==> config.mk <==
export PLATFORM = sky130hd
export DESIGN_NAME = cc_bus_sequencer
export DESIGN_NICKNAME = d
export VERILOG_FILES = /design/src/rtl/cc_bus_sequencer.sv
export SDC_FILE = /design/constraint.sdc
export NUM_CORES = 1
export LEC_CHECK = 0
export CAP_MARGIN = 20
export CORE_ASPECT_RATIO = 0.5
export CORE_UTILIZATION = 48
export DETAILED_ROUTE_END_ITERATION = 10
export PLACE_DENSITY_LB_ADDON = 0.1
export REMOVE_ABC_BUFFERS = 1
export SLEW_MARGIN = 30
export SYNTH_ARGS = -nofsm -noshare
export SYNTH_HDL_FRONTEND = slang
export SYNTH_SLANG_ARGS = --single-unit
==> constraint.sdc <==
create_clock -name clk -period 3.7 [get_ports clk]
set_input_delay 1.11 -clock clk [delete_from_list [all_inputs] [get_ports clk]]
set_output_delay 1.11 -clock clk [all_outputs]
set_load 0.005 [all_outputs]
==> src/rtl/cc_bus_sequencer.sv <==
// Master-side sequencer for a shared parallel bus driving a CC_Bidir pin block.
// Optional wait-pin support is enabled by defining CC_BUS_WAIT_PIN_EN.
module cc_bus_sequencer #(
    parameter int ADDR_WIDTH  = 16,
    parameter int DATA_WIDTH  = 8,
    parameter int WAIT_CYCLES = 2,
    parameter int TURNAROUND  = 1
) (
    input  logic                  clk,
    input  logic                  reset,
    input  logic                  req,
    input  logic                  wr,
    input  logic [ADDR_WIDTH-1:0] addr,
    input  logic [DATA_WIDTH-1:0] wdata,
    output logic                  ready,
    output logic                  done,
    output logic [DATA_WIDTH-1:0] rdata,
    output logic [ADDR_WIDTH-1:0] bus_addr,
    output logic                  bus_cs_n,
    output logic                  bus_rd_n,
    output logic                  bus_wr_n,
    output logic                  bus_sel_in,
    output logic [DATA_WIDTH-1:0] bus_out,
    input  logic [DATA_WIDTH-1:0] bus_in
`ifdef CC_BUS_WAIT_PIN_EN
    ,
    input  logic                  bus_wait
`endif
);

    typedef enum logic [2:0] {
        ST_IDLE   = 3'd0,
        ST_SETUP  = 3'd1,
        ST_ACCESS = 3'd2,
        ST_HOLD   = 3'd3,
        ST_TURN   = 3'd4
    } state_t;

    localparam logic [7:0] WAIT_LAST = 8'(WAIT_CYCLES);
    localparam logic [7:0] TURN_LAST = (TURNAROUND > 0) ? 8'(TURNAROUND - 1) : 8'd0;

    state_t                  state_r;
    state_t                  state_s;
    logic [7:0]              cnt_r;
    logic [7:0]              cnt_s;
    logic [7:0]              cnt_adv_s;
    logic                    op_wr_r;
    logic                    op_wr_s;
    logic                    wait_s;
    logic                    busy_s;
    logic                    ready_s;
    logic                    done_s;
    logic [DATA_WIDTH-1:0]   rdata_s;
    logic [ADDR_WIDTH-1:0]   bus_addr_s;
    logic                    bus_cs_n_s;
    logic                    bus_rd_n_s;
    logic                    bus_wr_n_s;
    logic                    bus_sel_in_s;
    logic [DATA_WIDTH-1:0]   bus_out_s;

`ifdef CC_BUS_WAIT_PIN_EN
    assign wait_s = bus_wait;
`else
    assign wait_s = 1'b0;
`endif

    // Next-state, counter and next-output computation; outputs are decoded from the next state
    always_comb begin
        state_s    = state_r;
        cnt_adv_s  = cnt_r;
        op_wr_s    = op_wr_r;
        rdata_s    = rdata;
        bus_addr_s = bus_addr;
        bus_out_s  = bus_out;

        case (state_r)
            ST_IDLE: begin
                if (req) begin
                    state_s    = ST_SETUP;
                    op_wr_s    = wr;
                    bus_addr_s = addr;
                    if (wr) begin
                        bus_out_s = wdata;
                    end else begin
                        bus_out_s = bus_out;
                    end
                end else begin
                    state_s = ST_IDLE;
                end
            end
            ST_SETUP: begin
                state_s = ST_ACCESS;
            end
            ST_ACCESS: begin
                // The counter saturates at WAIT_LAST so an external wait can stretch the strobe
                if ((cnt_r == WAIT_LAST) && !wait_s) begin
                    state_s = ST_HOLD;
                    if (!op_wr_r) begin
                        rdata_s = bus_in;
                    end else begin
                        rdata_s = rdata;
                    end
                end else begin
                    state_s = ST_ACCESS;
                    if (cnt_r == WAIT_LAST) begin
                        cnt_adv_s = cnt_r;
                    end else begin
                        cnt_adv_s = cnt_r + 8'd1;
                    end
                end
            end
            ST_HOLD: begin
                if (TURNAROUND == 0) begin
                    state_s = ST_IDLE;
                end else begin
                    state_s = ST_TURN;
                end
            end
            ST_TURN: begin
                if (cnt_r == TURN_LAST) begin
                    state_s = ST_IDLE;
                end else begin
                    state_s   = ST_TURN;
                    cnt_adv_s = cnt_r + 8'd1;
                end
            end
            default: begin
                state_s = ST_IDLE;
            end
        endcase

        if (state_s != state_r) begin
            cnt_s = 8'd0;
        end else begin
            cnt_s = cnt_adv_s;
        end

        busy_s       = (state_s == ST_SETUP) || (state_s == ST_ACCESS) || (state_s == ST_HOLD);
        ready_s      = (state_s == ST_IDLE);
        done_s       = (state_s == ST_HOLD);
        bus_cs_n_s   = !busy_s;
        bus_rd_n_s   = !((state_s == ST_ACCESS) && !op_wr_s);
        bus_wr_n_s   = !((state_s == ST_ACCESS) && op_wr_s);
        // The FPGA drives the data pins only while a write owns the bus
        bus_sel_in_s = !(busy_s && op_wr_s);
    end

    // State, counter and registered bus outputs; reset releases the bus immediately
    always_ff @(posedge clk or posedge reset) begin
        if (reset) begin
            state_r    <= ST_IDLE;
            cnt_r      <= 8'd0;
            op_wr_r    <= 1'b0;
            ready      <= 1'b1;
            done       <= 1'b0;
            rdata      <= '0;
            bus_addr   <= '0;
            bus_cs_n   <= 1'b1;
            bus_rd_n   <= 1'b1;
            bus_wr_n   <= 1'b1;
            bus_sel_in <= 1'b1;
            bus_out    <= '0;
        end else begin
            state_r    <= state_s;
            cnt_r      <= cnt_s;
            op_wr_r    <= op_wr_s;
            ready      <= ready_s;
            done       <= done_s;
            rdata      <= rdata_s;
            bus_addr   <= bus_addr_s;
            bus_cs_n   <= bus_cs_n_s;
            bus_rd_n   <= bus_rd_n_s;
            bus_wr_n   <= bus_wr_n_s;
            bus_sel_in <= bus_sel_in_s;
            bus_out    <= bus_out_s;
        end
    end

endmodule

==> results of run 1 <==
## synthesized netlist by cell type, types with 3 or more instances
| master | count | area share [%] |
|---|---|---|
| mux2_2 | 16 | 8.6 |
| dfrtp_1 | 45 | 54 |
| ha_1 | 3 | 1.8 |
| xnor2_1 | 9 | 3.7 |
| nor2_1 | 13 | 2.3 |
| clkbuf_1 | 3 | 0.54 |
| inv_1 | 6 | 1.1 |
| nand2_1 | 54 | 9.6 |
| nor3_1 | 3 | 0.71 |
| dfstp_2 | 5 | 6.2 |
| nand3_1 | 3 | 0.71 |
## routing by layer
metal	up-vias	share of wire (%)	global-route usage, %
met4	0	1.0	6.97
met3	4	7.5	8.26
li1	777	-	-
met2	51	50	35.5
met1	825	42	26.6
met5	-	0	0
## registers in the layout (all words and copies together) (netlist names), 3 cells and up
register,cells
bus_addr,16
bus_out,8
cnt_r,8
rdata,8
state_r,3
## final cells by class
type / count / area, sq um / area share [%]
flip-flops and latches: 50 / 1260 / 41.9
multi-input cells: 127 / 802 / 26.7
repair buffers: 75 / 746 / 24.8
clock buffers: 7 / 76.3 / 2.54
well taps: 54 / 67.6 / 2.25
clock inverters: 1 / 30.0 / 1.00
inverters: 6 / 22.5 / 0.750
## cell families after synthesis
group | Yosys count | synth area share (%)
buffers and inverters | 11 | 2.14
AND/OR/NAND/NOR | 88 | 20.3
multiplexers | 17 | 9.04
XOR/XNOR | 9 | 3.75
adder cells (fa/ha/maj) | 3 | 1.78
flip-flops | 50 | 59.8
AO/OA/AOI/OAI | 10 | 3.27
## through the flow
stage               hold WS (ns)  instances  worst slack, ns  area, sq um  utilization (%)
CTS                        0.483        320             1.24         3000             74.2
detailed placement         0.462        312            0.956         2900             71.6
floorplan                  0.470        183            0.928         2080                -
global placement           0.457        312             1.05         2900             71.6
finish                     0.476        320             1.26         3000             74.2
global route               0.512        320             1.19         3000             74.2
## worst max-delay path by stage
stage	start	endpoint	slack (ns)	cells after the start
after floorplan	req	bus_out[0]	0.93	3
after global placement	req	bus_sel_in	1.05	4
after detailed placement	req	bus_out[5]	0.96	4
after CTS	bus_sel_in	bus_sel_in	1.24	1
after global routing	req	bus_sel_in	1.19	5
final	bus_sel_in	bus_sel_in	1.26	1
## power by group
| group | internal, mW | switching, mW |
|---|---|---|
| registers | 0.773 | 0.154 |
| clock network | 0.202 | 0.172 |
| logic | 0.528 | 0.360 |
| total | 1.50 | 0.686 |
==> metrics.md, run 1 <==
| Metric | Value |
|---|---|
| Global-route wire length before repair | `7650 microns` |
| CP max FO | `1` |
| Setup Fix Bufs, Post-CTS | `0` |
| Critical Path AT | `1.33 ns` |
| Clock sink count | `50` |
| Hold Crit Class | `reg -> reg` |
| H-Tree Depth | `2` |
| Commonest non-fill, non-tap cell in the layout | `clkdlybuf4s50_1` |
| Antenna violations before repair | `0` |
| Pleak | `1.32 nW` |
| DRT antenna net count | `0` |
| First-pass DRT Iterations | `4` |
| Critical path class | `reg -> out` |
| Clock tree buffer depth | `2` |
| Ys async rst share | `100%` |
| Tightest Pin Transition | `0.760 ns` |
| Starting Density | `52.0%` |
| Final Max Slew Viols | `0` |
| Worst-Skew Late Latency | `0.30 ns` |
| # port buffers | `73` |
| Routed wire length | `4420 microns` |
| CP Cell Sequence | `clkdlybuf4s50_1` |
| Core area | `0.00404 sq mm` |
| Crit. End Element | `primary output` |
| Inserted Clock Buffers | `5` |
| Hpwl dp | `3130 microns` |
| Worst Hold Depth | `2` |
| Routed wire per std cell | `13.8 microns` |
| Rows | `16` |
| CTS clk-pin slew, worst paths | `0.09 ns` |
| NumNets Final | `304` |
| Synth Register Bits | `50` |
| Gpl congestion | `0.875` |
| Hold Crit Start | `bus_addr[8]` |
| RR Startpoint | `cnt_r[5]` |
| RSZ-0062 raised after global routing | `no` |
| Buf/Inv on CP | `1` |
| Cell family contributing the most delay on the critical path | `flip-flops` |
| PostCTS Resize Cnt | `0` |
| Die area | `0.00467 sq mm` |
| Startpoint Class | `flip-flop` |
| F_max | `0.410 GHz` |
| Synth Flop Type | `dfrtp_1` |
| Synth-to-Final Area Change | `42.6%` |
| Residual DRC | `0` |
| # fillers | `264` |
| Post-synth EDFFs | `0` |
| Initial drt markers | `83` |
| Worst rel slew slack | `49.2%` |
| Worst vdd ir | `0.388 mV` |
| Final Hold Viols | `0` |
| CTS root buf | `clkbuf_8` |
| Synth Instances | `188` |
| Reg-to-Reg End | `rdata[3]` |
| Layout cells sized above 1 | `12.8%` |
| Distinct cells, synth | `32` |
| ANT cells | `0` |
| WP data required | `2.59 ns` |
| Clock skew | `0.00743 ns` |
| Most frequent cells in the layout | `73 x clkdlybuf4s50_1, 54 x nand2_1, 45 x dfrtp_1, 16 x mux2_2, 13 x nor2_1` |
| Hold path endpoint | `bus_addr[8]` |
| Largest net degree at the start of global routing | `35` |
| Post-Synthesis Cell Area | `0.00210 sq mm` |
| CTS Hold Bufs | `0` |
| Vias in the first global route | `1692` |
| R2r setup slk | `1.66 ns` |
| Fin crit share | `65.9%` |
| Pwr/cell area | `730 mW/mm^2` |
| Total gr overflow | `0` |
| Die Y | `48.8 microns` |
| Average size of a mapped cell | `11.2 sq um` |
| Status | `finished, final reports clean` |
| Number of max-cap violations | `0` |
| Worst path slowest cell | `dfstp_2` |
| Worst-case reg-to-reg path depth | `4` |
| Ports | `74` |
| Synth Warn # | `0` |
| CTS tree | `yes` |
| Total chip power | `2.19 mW` |
| Final setup viols | `0` |
| All-layer global routing usage | `21.7%` |
| Final worst path period need | `2.44 ns` |
| Via Count | `1657` |
| Setup TNS Final | `0 ns` |
| Die Wd | `95.6 microns` |
| Via/cell ratio | `5.18` |
| Slowest stage delay, CP | `0.53 ns` |
| Post-synthesis sequential area ratio | `59.8%` |
Note: power is estimated with default switching activity, not from simulation.
==> run 2: changes to the inputs <==
Settings changed: CORE_UTILIZATION 48 to 44.
Clock period 3.7 ns to 2.5 ns, I/O delays scaled along.
==> run 2 against run 1 <==
Sequential power grew 49%. Clock power rose by 60%. Worst hold slack better by 0.0047 ns. Combinational power grew 49%. Total power is 51% higher. Critical path depth stayed put.
==> metrics.md, run 2 (synthesis results as in run 1) <==
| Metric | Value |
|---|---|
| Status | `finished, final reports clean` |
| CP max FO | `1` |
| Largest net degree at the start of global routing | `21` |
| CTS root buf | `clkbuf_8` |
| Die Y | `50.9 microns` |
| Hpwl dp | `3220 microns` |
| Final Hold Viols | `0` |
| Pleak | `1.35 nW` |
| Setup TNS Final | `0 ns` |
| Tightest Pin Transition | `0.609 ns` |
| Slowest stage delay, CP | `0.53 ns` |
| Total chip power | `3.30 mW` |
| First-pass DRT Iterations | `4` |
| Ports | `74` |
| Final Max Slew Viols | `0` |
| # port buffers | `73` |
| Critical path class | `reg -> out` |
| F_max | `0.480 GHz` |
| Inserted Clock Buffers | `5` |
| Die area | `0.00508 sq mm` |
| Clock sink count | `50` |
| CP Cell Sequence | `clkdlybuf4s50_1` |
| Initial drt markers | `32` |
| Setup Fix Bufs, Post-CTS | `0` |
| Startpoint Class | `flip-flop` |
| Fin crit share | `83.4%` |
| Pwr/cell area | `1080 mW/mm^2` |
| Worst rel slew slack | `59.1%` |
| WP data required | `1.75 ns` |
| Synth-to-Final Area Change | `45.7%` |
| CTS tree | `yes` |
| Commonest non-fill, non-tap cell in the layout | `clkdlybuf4s50_1` |
| Grt met3 use | `7.66%` |
| Rows | `17` |
| Hold Crit Class | `reg -> reg` |
| Core area | `0.00449 sq mm` |
| Routed wire length | `4350 microns` |
| Layout cells sized above 1 | `14.5%` |
| NumNets Final | `307` |
| GR peak layer | `met2` |
| Met2 Resource Use GR | `31.6%` |
| Buf/Inv on CP | `1` |
| Worst vdd ir | `0.551 mV` |
| Worst-Skew Late Latency | `0.31 ns` |
| Number of max-cap violations | `0` |
| Final setup viols | `0` |
| Final worst path period need | `2.09 ns` |
| Met1 Track Usage GR | `21.3%` |
| RSZ-0062 raised after global routing | `no` |
| DRT antenna net count | `0` |
| Most frequent cells in the layout | `73 x clkdlybuf4s50_1, 54 x nand2_1, 45 x dfrtp_1, 16 x mux2_2, 13 x nor2_1` |
| Top reg by flops | `bus_addr` |
| Antenna violations before repair | `0` |
| Vias in the first global route | `1650` |
| Residual DRC | `0` |
| Clock tree buffer depth | `2` |
| Global-route wire length before repair | `7100 microns` |
| Via/cell ratio | `4.89` |
| CTS clk-pin slew, worst paths | `0.10 ns` |
| Max reg flops | `16` |
| Clock skew | `0.0106 ns` |
| ANT cells | `0` |
| Routed wire per std cell | `13.0 microns` |
| H-Tree Depth | `2` |
| Starting Density | `46.9%` |
| CTS Hold Bufs | `0` |
| Gpl congestion | `0.849` |
| Die Wd | `99.8 microns` |
| Via Count | `1639` |
| PostCTS Resize Cnt | `0` |
| Worst path slowest cell | `dfstp_2` |
| Critical Path AT | `1.34 ns` |
| All-layer global routing usage | `18.8%` |
| Cell family contributing the most delay on the critical path | `flip-flops` |
| Crit. End Element | `primary output` |
| Total gr overflow | `0` |
## run 2: cell types whose count changed in the layout (fill, tap and decap cells not counted), sizes merged
cell,delta
clkbuf,-1
inv,+1
buf,+3
## run 2: worst register-to-register path: stages, from the launching register on
cell and delay, ns:
dfrtp_1 0.44, inv_1 0.10, ha_1 0.17, nor4bb_1 0.38
a21oi_1 0.07, o21ai_1 0.51, nor2_1 0.11
## run 2: cell type report
| cell class | instances | area [sq um] |
|---|---|---|
| Sequential cell | 50 | 1260 |
| Inverter | 6 | 22.5 |
| Clock buffer | 6 | 82.6 |
| Fill cell | 358 | 1420 |
| Clock inverter | 2 | 38.8 |
| Multi-Input combinational cell | 127 | 802 |
| Timing Repair Buffer | 78 | 781 |
| Tap cell | 66 | 82.6 |
## run 2: worst paths after layout
path	startpoint	endpoint	slack (ns)	depth (start not counted)
setup / recovery	bus_cs_n	bus_cs_n	0.41	1
hold / removal	bus_addr[0]	bus_addr[0]	0.48	2
setup reg to reg	cnt_r[0]	cnt_r[7]	0.58	6
max in group asynchronous	reset	bus_wr_n	1.14	3
hold reg to reg	bus_addr[0]	bus_addr[0]	0.48	2
min in group asynchronous	reset	bus_out[0]	0.74	2
## run 2: power breakdown
part	total (mW)	switching [mW]	internal, mW
clock	0.601	0.272	0.329
sequential	1.38	0.234	1.14
combinational	1.32	0.527	0.793
## run 2: layer usage
metal / wire length [microns] / share of wire [%]
met1: 1910 / 44
met2: 2090 / 48
met3: 300 / 6.9
met4: 49 / 1.1
met5: 0 / 0
## run 2: stage by stage
step	cells	cell area (sq um)	hold WS, ns	utilization, %	setup slack [ns]
after floorplan	183	2080	0.470	-	0.0878
after global placement	327	2950	0.457	65.6	0.221
after detailed placement	327	2950	0.463	65.6	0.163
after CTS	335	3070	0.486	68.3	0.397
after global routing	335	3070	0.517	68.3	0.372
final	335	3070	0.480	68.3	0.415
==> run 3: changes to the inputs <==
Clock period 2.5 ns to 2.2 ns, I/O delays scaled along.
==> run 3 against run 2 <==
Sequential power is 13% higher. Core utilization shrank 0.33 points. Clock power shrank 13%. First-iteration DRC count increased by 56%. Critical path depth did not move. Wire length increased by 3.6%. Clock skew decreased by 0.0044 ns.
==> metrics.md, run 3 (synthesis results as in run 1) <==
| Metric | Value |
|---|---|
| Status | `finished, final reports clean` |
| DRT antenna net count | `0` |
| Core area | `0.00449 sq mm` |
| Top reg by flops | `bus_addr` |
| Global-route wire length before repair | `7650 microns` |
| Slowest stage delay, CP | `0.53 ns` |
| Non-Filler Instances | `338` |
| Ports | `74` |
| Hold_ws | `0.486 ns` |
| NumNets Final | `310` |
| CTS tree | `yes` |
| Critical path class | `reg -> out` |
| Layout cells sized above 1 | `14.7%` |
| Routed wire per std cell | `13.3 microns` |
| Synth-to-Final Area Change | `45.0%` |
| Clock sink count | `50` |
| Final setup viols | `0` |
| Total gr overflow | `0` |
| Gpl congestion | `0.850` |
| Critical Path AT | `1.33 ns` |
| Worst vdd ir | `0.644 mV` |
| Max reg flops | `16` |
| # fillers | `354` |
| Fin area | `0.00305 sq mm` |
| Via Count | `1645` |
| Hpwl dp | `3190 microns` |
| Total chip power | `3.64 mW` |
| Initial drt markers | `50` |
| Dpl ws | `-0.0216 ns` |
| ANT cells | `0` |
| Cells after DPL | `330` |
| Finished Core Util | `68.0%` |
| Largest net degree at the start of global routing | `51` |
| Startpoint Class | `flip-flop` |
| Setup TNS Final | `0 ns` |
| Met2 Resource Use GR | `33.7%` |
| All-layer global routing usage | `19.5%` |
| Antenna violations before repair | `0` |
| Tightest Pin Transition | `0.556 ns` |
| Worst setup margin | `0.213 ns` |
| Met1 Track Usage GR | `22.8%` |
| RSZ-0062 raised after global routing | `no` |
| Rows | `17` |
| CTS Hold Bufs | `0` |
| Worst path slowest cell | `dfstp_2` |
| Fin crit share | `90.3%` |
| Starting Density | `46.9%` |
| Die Wd | `99.8 microns` |
| Setup Fix Bufs, Post-CTS | `0` |
| Inserted Clock Buffers | `5` |
| Final Max Slew Viols | `0` |
| Pwr/cell area | `1190 mW/mm^2` |
| Cell family contributing the most delay on the critical path | `flip-flops` |
| CTS root buf | `clkbuf_8` |
| Residual DRC | `0` |
| Routed wire length | `4510 microns` |
| Hold Crit Class | `reg -> reg` |
| F_max | `0.503 GHz` |
| Pleak | `1.34 nW` |
| H-Tree Depth | `2` |
| Grt met3 use | `7.52%` |
| Worst rel slew slack | `61.9%` |
| Final worst path period need | `1.99 ns` |
| CP max FO | `1` |
| Crit. End Element | `primary output` |
| First-pass DRT Iterations | `6` |
| Clock tree buffer depth | `2` |
| # port buffers | `73` |
| Buf/Inv on CP | `1` |
| Worst-Skew Late Latency | `0.30 ns` |
| Via/cell ratio | `4.87` |
| PostCTS Resize Cnt | `0` |
| Post-DP Area | `0.00297 sq mm` |
| Number of max-cap violations | `0` |
| CP Cell Sequence | `clkdlybuf4s50_1` |
| Commonest non-fill, non-tap cell in the layout | `clkdlybuf4s50_1` |
| CTS clk-pin slew, worst paths | `0.09 ns` |
| GR peak layer | `met2` |
| Die area | `0.00508 sq mm` |
| Clock skew | `0.00620 ns` |
| WP data required | `1.54 ns` |
| Die Y | `50.9 microns` |
| Final Hold Viols | `0` |
| Vias in the first global route | `1682` |
| Most frequent cells in the layout | `73 x clkdlybuf4s50_1, 54 x nand2_1, 45 x dfrtp_1, 16 x mux2_2, 13 x nor2_1` |
-- run 3: cell types whose count changed in the layout (fill, tap and decap cells not counted), sizes merged --
| cell | before | now |
|---|---|---|
| clkinvlp | 0 | 1 |
| clkbuf | 6 | 7 |
| inv | 7 | 6 |
| buf | 5 | 8 |
| bufinv | 1 | 0 |
-- run 3: path summary, 6_finish.rpt --
check	startpoint	end	slack (ns)	cells after the start
hold reg to reg	bus_addr[13]	bus_addr[13]	0.49	2
min in group asynchronous	reset	bus_addr[7]	0.70	3
hold / removal	bus_addr[13]	bus_addr[13]	0.49	2
max in group asynchronous	reset	ready	1.21	3
setup / recovery	bus_sel_in	bus_sel_in	0.21	1
setup reg to reg	cnt_r[0]	cnt_r[2]	0.36	6
-- run 3: per-layer routing --
metal | wire length (microns) | up-vias | share of wire, %
li1 | - | 793 | -
met4 | 46 | 0 | 1.0
met5 | 0 | - | 0
met1 | 1940 | 804 | 43
met2 | 2180 | 42 | 48
met3 | 348 | 6 | 7.7
-- run 3: final cells by class --
| cell class | count | area, sq um | share of cell area (%) |
|---|---|---|---|
| Clock buffer | 7 | 76.3 | 2.50 |
| Clock inverter | 1 | 7.51 | 0.246 |
| Inverter | 6 | 22.5 | 0.738 |
| Tap cell | 66 | 82.6 | 2.71 |
| Multi-Input combinational cell | 127 | 802 | 26.3 |
| Sequential cell | 50 | 1260 | 41.2 |
| Timing Repair Buffer | 81 | 803 | 26.3 |
-- run 3: power by group --
part / internal, mW / switching [mW] / total, mW
clock network: 0.226 / 0.296 / 0.522
registers: 1.30 / 0.255 / 1.56
logic: 0.930 / 0.628 / 1.56
